<file path="src/rtl/spi_bus_pkg.sv">
// Shared types and constants for the SPI bus arbiter and the security logic around it.
package spi_bus_pkg;

    typedef enum logic [3:0] {
        IDLE,
        ARB,
        LOAD,
        START,
        WAIT_HI,
        WAIT_LO,
        CAPTURE,
        GAP,
        DONE,
        ABORT
    } arb_state_t;

    // Command bytes understood by the Arduino soft slave.
    localparam logic [7:0] CMD_UID              = 8'hAA;
    localparam logic [7:0] CMD_STATE_DISENGAGED = 8'hBA;
    localparam logic [7:0] CMD_STATE_BB         = 8'hBB;
    localparam logic [7:0] CMD_STATE_BC         = 8'hBC;
    localparam logic [7:0] CMD_STATE_BD         = 8'hBD;

    localparam logic [31:0] UID_AUTH_0 = 32'h332C1EB7;
    localparam logic [31:0] UID_AUTH_1 = 32'h336BF410;

    function automatic int max_int(input int a, input int b);
        return (a > b) ? a : b;
    endfunction

endpackage

</file>
<file path="src/rtl/rr_arbiter.sv">
// Combinational round-robin pick: the first requester after rr_ptr, with wrap-around.
module rr_arbiter #(
    parameter int NUM_REQ = 2,
    parameter int IDX_W   = $clog2(NUM_REQ)
) (
    input  logic [NUM_REQ-1:0] req,
    input  logic [IDX_W-1:0]   rr_ptr,
    output logic [NUM_REQ-1:0] pick_onehot,
    output logic [IDX_W-1:0]   pick_idx,
    output logic               pick_valid
);

    int               cand;
    logic [IDX_W-1:0] cand_idx;

    // Walk offsets 1..NUM_REQ so the previous winner is considered last.
    always_comb begin
        pick_onehot = '0;
        pick_idx    = '0;
        pick_valid  = 1'b0;
        cand        = 0;
        cand_idx    = '0;
        for (int k = 1; k <= NUM_REQ; k++) begin
            cand = int'(rr_ptr) + k;
            if (cand >= NUM_REQ) begin
                cand = cand - NUM_REQ;
            end
            cand_idx = IDX_W'(cand);
            if (!pick_valid && req[cand_idx]) begin
                pick_valid            = 1'b1;
                pick_onehot[cand_idx] = 1'b1;
                pick_idx              = cand_idx;
            end
        end
    end

endmodule

</file>
<file path="src/rtl/spi_bus_arbiter.sv">
// Shares one 8-bit SPI master between several frame requesters, running one
// multi-byte frame at a time with an inter-byte gap and a busy timeout.
module spi_bus_arbiter
    import spi_bus_pkg::*;
#(
    parameter int NUM_REQ        = 2,
    parameter int MAX_BYTES      = 5,
    parameter int GAP_CYCLES     = 500000,
    parameter int TIMEOUT_CYCLES = 1000000
) (
    input  logic                            CLOCK_50,
    input  logic                            reset,
    input  logic [NUM_REQ-1:0]              req,
    input  logic [NUM_REQ*3-1:0]            req_len,
    input  logic [NUM_REQ*8*MAX_BYTES-1:0]  req_tx,
    output logic [NUM_REQ-1:0]              grant,
    output logic [NUM_REQ-1:0]              done,
    output logic                            error,
    output logic [8*MAX_BYTES-1:0]          rx_data,
    output logic                            spi_start_n,
    output logic [7:0]                      spi_data_in,
    input  logic                            spi_busy,
    input  logic [7:0]                      spi_data_out
);

    localparam int IDX_W   = $clog2(NUM_REQ);
    localparam int LEN_W   = $clog2(MAX_BYTES + 1);
    localparam int FRAME_W = 8 * MAX_BYTES;
    localparam int CNT_W   = $clog2(max_int(GAP_CYCLES, TIMEOUT_CYCLES) + 1);

    localparam logic [CNT_W-1:0] TIMEOUT_LAST = CNT_W'(TIMEOUT_CYCLES - 1);
    localparam logic [CNT_W-1:0] GAP_LAST     = CNT_W'(GAP_CYCLES - 1);

    arb_state_t         state;
    logic [IDX_W-1:0]   rr_ptr;
    logic [LEN_W-1:0]   frame_len;
    logic [LEN_W-1:0]   byte_idx;
    logic [FRAME_W-1:0] tx_buf;
    logic [CNT_W-1:0]   timer;

    logic [NUM_REQ-1:0] pick_onehot;
    logic [IDX_W-1:0]   pick_idx;
    logic               pick_valid;
    logic [2:0]         raw_len;
    logic [LEN_W-1:0]   clamp_len;
    logic [FRAME_W-1:0] sel_tx;
    logic [7:0]         tx_byte;

    rr_arbiter #(
        .NUM_REQ (NUM_REQ),
        .IDX_W   (IDX_W)
    ) u_rr_arbiter (
        .req         (req),
        .rr_ptr      (rr_ptr),
        .pick_onehot (pick_onehot),
        .pick_idx    (pick_idx),
        .pick_valid  (pick_valid)
    );

    // Length and payload of the requester the arbiter is picking this cycle.
    always_comb begin
        raw_len = '0;
        sel_tx  = '0;
        for (int i = 0; i < NUM_REQ; i++) begin
            if (pick_onehot[i]) begin
                raw_len = req_len[i*3 +: 3];
                sel_tx  = req_tx[i*FRAME_W +: FRAME_W];
            end
        end
        if (raw_len == 3'd0) begin
            clamp_len = LEN_W'(1);
        end else if (int'(raw_len) > MAX_BYTES) begin
            clamp_len = LEN_W'(MAX_BYTES);
        end else begin
            clamp_len = LEN_W'(raw_len);
        end
    end

    always_comb begin
        tx_byte = '0;
        for (int k = 0; k < MAX_BYTES; k++) begin
            if (byte_idx == LEN_W'(k)) begin
                tx_byte = tx_buf[(MAX_BYTES-1-k)*8 +: 8];
            end
        end
    end

    // Frame sequencer; done/error/spi_start_n default to their idle level each cycle.
    always_ff @(posedge CLOCK_50 or posedge reset) begin
        if (reset) begin
            state       <= IDLE;
            rr_ptr      <= IDX_W'(NUM_REQ - 1);
            grant       <= '0;
            done        <= '0;
            error       <= 1'b0;
            rx_data     <= '0;
            spi_start_n <= 1'b1;
            spi_data_in <= '0;
            frame_len   <= '0;
            byte_idx    <= '0;
            tx_buf      <= '0;
            timer       <= '0;
        end else begin
            done        <= '0;
            error       <= 1'b0;
            spi_start_n <= 1'b1;
            case (state)
                IDLE: begin
                    if (|req) begin
                        state <= ARB;
                    end
                end
                ARB: begin
                    if (pick_valid) begin
                        grant     <= pick_onehot;
                        rr_ptr    <= pick_idx;
                        frame_len <= clamp_len;
                        tx_buf    <= sel_tx;
                        rx_data   <= '0;
                        byte_idx  <= '0;
                        state     <= LOAD;
                    end else begin
                        state <= IDLE;
                    end
                end
                LOAD: begin
                    spi_data_in <= tx_byte;
                    spi_start_n <= 1'b0;
                    state       <= START;
                end
                START: begin
                    timer <= '0;
                    state <= WAIT_HI;
                end
                WAIT_HI: begin
                    if (spi_busy) begin
                        timer <= '0;
                        state <= WAIT_LO;
                    end else if (timer == TIMEOUT_LAST) begin
                        done  <= grant;
                        error <= 1'b1;
                        state <= ABORT;
                    end else begin
                        timer <= timer + 1'b1;
                    end
                end
                WAIT_LO: begin
                    if (!spi_busy) begin
                        state <= CAPTURE;
                    end else if (timer == TIMEOUT_LAST) begin
                        done  <= grant;
                        error <= 1'b1;
                        state <= ABORT;
                    end else begin
                        timer <= timer + 1'b1;
                    end
                end
                CAPTURE: begin
                    for (int k = 0; k < MAX_BYTES; k++) begin
                        if (byte_idx == LEN_W'(k) && byte_idx < frame_len) begin
                            rx_data[(MAX_BYTES-1-k)*8 +: 8] <= spi_data_out;
                        end
                    end
                    byte_idx <= byte_idx + 1'b1;
                    timer    <= '0;
                    state    <= GAP;
                end
                GAP: begin
                    if (timer == GAP_LAST) begin
                        if (byte_idx == frame_len) begin
                            done  <= grant;
                            state <= DONE;
                        end else begin
                            state <= LOAD;
                        end
                    end else begin
                        timer <= timer + 1'b1;
                    end
                end
                DONE, ABORT: begin
                    grant <= '0;
                    state <= IDLE;
                end
                default: begin
                    state <= IDLE;
                end
            endcase
        end
    end

endmodule

</file>
<file path="config.mk">
export PLATFORM = sky130hd
export DESIGN_NAME = spi_bus_arbiter
export DESIGN_NICKNAME = d
export VERILOG_FILES = /design/src/rtl/spi_bus_pkg.sv /design/src/rtl/rr_arbiter.sv /design/src/rtl/spi_bus_arbiter.sv
export SDC_FILE = /design/constraint.sdc
export NUM_CORES = 1
export LEC_CHECK = 0
export ABC_AREA = 1
export BUFFER_PORTS_ARGS = -buffer_cell sky130_fd_sc_hd__buf_2
export CAP_MARGIN = 20
export CORE_ASPECT_RATIO = 0.9
export CORE_MARGIN = 3
export CORE_UTILIZATION = 35
export CTS_BUF_LIST = sky130_fd_sc_hd__clkbuf_4 sky130_fd_sc_hd__clkbuf_8
export DETAILED_ROUTE_END_ITERATION = 10
export PLACE_DENSITY = 0.65
export SLEW_MARGIN = 20
export SYNTH_ARGS = -nofsm -noshare
export SYNTH_HDL_FRONTEND = slang
export SYNTH_HIERARCHICAL = 1
export SYNTH_SLANG_ARGS = --single-unit
</file>
<file path="constraint.sdc">
create_clock -name CLOCK_50 -period 5.1 [get_ports CLOCK_50]
set_input_delay 0.765 -clock CLOCK_50 [delete_from_list [all_inputs] [get_ports CLOCK_50]]
set_output_delay 0.765 -clock CLOCK_50 [all_outputs]
set_load 0.005 [all_outputs]
</file>
==> flow_metrics.tcl <==
set metrics [dict create \
    outcome "completed" \
    postCtsSetupBuffers 0 \
    yosysSeqAreaShare 0.476 \
    max-slew-margin-rel 0.517 \
    async_flop_share 1.00 \
    clock-root-buffer "clkbuf_8" \
    avgSynthCellArea_um2 7.84 \
    grt_pass1_vias 5529 \
    synth_nets 947 \
    cp_slowest_stage_delay_ns 0.51 \
    layout-area-overhead-vs-synth_pct 21.0 \
    crit_type "reg -> reg" \
    drtIter0Drc 425 \
    cts_buffers 17 \
    maxCapViolCount 0 \
    p_leak_uw 0.00390 \
    die_w_um 151 \
    dp_hpwl_um 13400 \
    clock-sinks 125 \
    layout_commonest_cell "nand2_1" \
    start_util 0.365 \
    finalMaxSlewViolations 0 \
    row_count 46 \
    crit_path_start_kind "register" \
    rsz0062_at_grt "no" \
    die_h_um 136 \
    clock_latency_ns 0.45 \
    synth_cell_types 32 \
    numPortBuffers 152 \
    cts_tree "built" \
    cts_hold_buf 0 \
    wl_per_cell_um 14.7 \
    timing.rr.start "timer[0]" \
    synth_edf_count 0 \
    ant_nets 0 \
    layout.nets 1090 \
    hold_class "in -> async" \
    crit_top_cell "nand2_1" \
    antenna_cells 0 \
    worst_ep_arrival_time_ns 2.72 \
    antenna_found_initial 0 \
    clkTransAtPathRegs_ns 0.08 \
    end_kind "register" \
    pwr_density_cell_nw_per_um2 556 \
    die_area_um2 20500 \
    clock_path_buffers 2 \
    skew_ns 0.00904 \
    overflow 0 \
    place_congestion 0.980 \
    setup_tns_ns 0 \
    final_cell_mix "219 x nand2_1, 152 x buf_2, 123 x dfrtp_1, 98 x nor2_1, 87 x o21ai_0" \
    worst_pin_slew_ns 0.725 \
    crit_fanout 23 \
    fin_crit_ns 2.40 \
    grt.total_usage 0.180 \
    irDropWorstVdd_mv 0.194 \
    final_cell_count_no_fill 1235 \
    viasPerCell 4.97 \
    path_cells "ha_1, inv_1, nor2_2, nand2_1, nor2_1, nand3_2, nand2_4, inv_2, o211ai_1, nand2_1" \
    slowest_stage "dfrtp_1" \
    dp.cells 1203 \
    pin_count 153 \
    crit_start "timer[0]" \
    wirelength_um 18100 \
    postSynthCellCount 839 \
    firstDrtPassIters 5 \
    ys_ff_latch 125 \
    drive_gt1_frac 0.215 \
    ys.flop_type "dfrtp_1" \
    syn-cell-area_um2 6580 \
    clock.fmax_mhz 417 \
    vias 6133 \
    critPathRequiredTime_ns 5.43 \
    postCtsResizedCells 0 \
    ys.warnings.count 6 \
    grt_max_degree 86 \
    htreeDepth 4 \
    grt_pass1_wl_um 28900 \
    finalHoldViolCount 0 \
    setup_viol 0 \
    drc 0 \
    finalCritPeriodShare 0.470 \
    core_um2 18000 \
]
[power by group]
group / leakage, uW / switching, uW / total [uW] / internal, uW
Combinational: 0.00208 / 1160 / 1810 / 651
Sequential: 0.00160 / 266 / 1640 / 1370
Clock: 0.000219 / 418 / 979 / 561
[flip-flops by register name (all words and copies together), names as in the netlist, 2 cells and up]
signal	flops
byte_idx	3
done	2
frame_len	3
grant	2
rx_data	40
spi_data_in	8
state	4
timer	20
tx_buf	40
[cell usage after synthesis, types with 2 or more instances]
cell type    n  share of area
nand2_1    219           0.12
dfrtp_1    123           0.47
nor2_1      98          0.056
o21ai_0     87          0.066
inv_1       63          0.036
nand3_1     54          0.041
a21oi_1     48          0.037
a22oi_1     41          0.047
clkbuf_1    16         0.0091
buf_2       10         0.0076
ha_1         9          0.017
o211ai_1     9          0.010
nand4_1      8         0.0076
xor2_1       6         0.0080
a31oi_1      5         0.0048
buf_6        5         0.0086
inv_2        4         0.0023
nand2_4      4         0.0068
o21a_4       4         0.0091
clkinv_1     3         0.0017
nor2_2       3         0.0029
nor2_4       3         0.0051
buf_4        2         0.0023
dfstp_2      2         0.0080
nand2_2      2         0.0019
nor3_1       2         0.0015
o21ai_1      2         0.0015
o22ai_1      2         0.0019
o31ai_1      2         0.0023
[final timing paths]
kind | endpoint | slack (ns) | cells past startpoint
max | timer[19] | 2.70 | 10
min | rx_data[23] | 0.45 | 2
max reg2reg | timer[19] | 2.70 | 10
min reg2reg | tx_buf[3] | 0.48 | 2
max in group asynchronous | timer[11] | 3.71 | 3
min in group CLOCK_50 | tx_buf[3] | 0.48 | 2
[cell type report]
type	count	area, um2
Sequential cell	125	3130
Inverter	70	265
Multi-Input combinational cell	611	3010
Clock inverter	13	188
Fill cell	1819	10100
Timing Repair Buffer	157	798
Clock buffer	19	262
Tap cell	240	300
[metrics by stage]
stage | area [um2] | worst slack, ns | hold slack, ns | total power (uW) | utilization
after detailed placement | 7510 | 2.45 | 0.469 | 3470 | 0.417
after CTS | 7960 | 2.71 | 0.447 | 4470 | 0.442
final | 7960 | 2.70 | 0.449 | 4430 | 0.442
after floorplan | 6580 | 1.01 | 0.448 | 2890 | -
after global placement | 7510 | 2.50 | 0.461 | 3430 | 0.417
after global routing | 7960 | 2.46 | 0.477 | 4790 | 0.442
[critical path, delay by kind of cell (launching register included)]
family | cells | cell delay [ns]
AO/OA/AOI/OAI | 1 | 0.16
adder cells (fa/ha/maj) | 1 | 0.40
buffers and inverters | 2 | 0.32
flip-flops | 1 | 0.51
AND/OR/NAND/NOR | 6 | 0.89
[cells by family after synthesis]
kind of cell	count (synthesis)	share of synthesized area
and+or+nand+nor	394	0.249
AOI/OAI and AO/OA	201	0.181
DFF	125	0.476
buffers and inverters	103	0.0675
adders and majority gates	9	0.0171
xor gates and xnor gates	7	0.00932
[routing by layer]
metal,wire (um),GRT usage,vias up
li1,-,-,3083
met1,9000,0.271,2809
met2,7630,0.260,223
met3,1300,0.0383,18
met4,206,0.0478,0
met5,0,0,-
No activity file was read; power rests on OpenSTA's default activity.
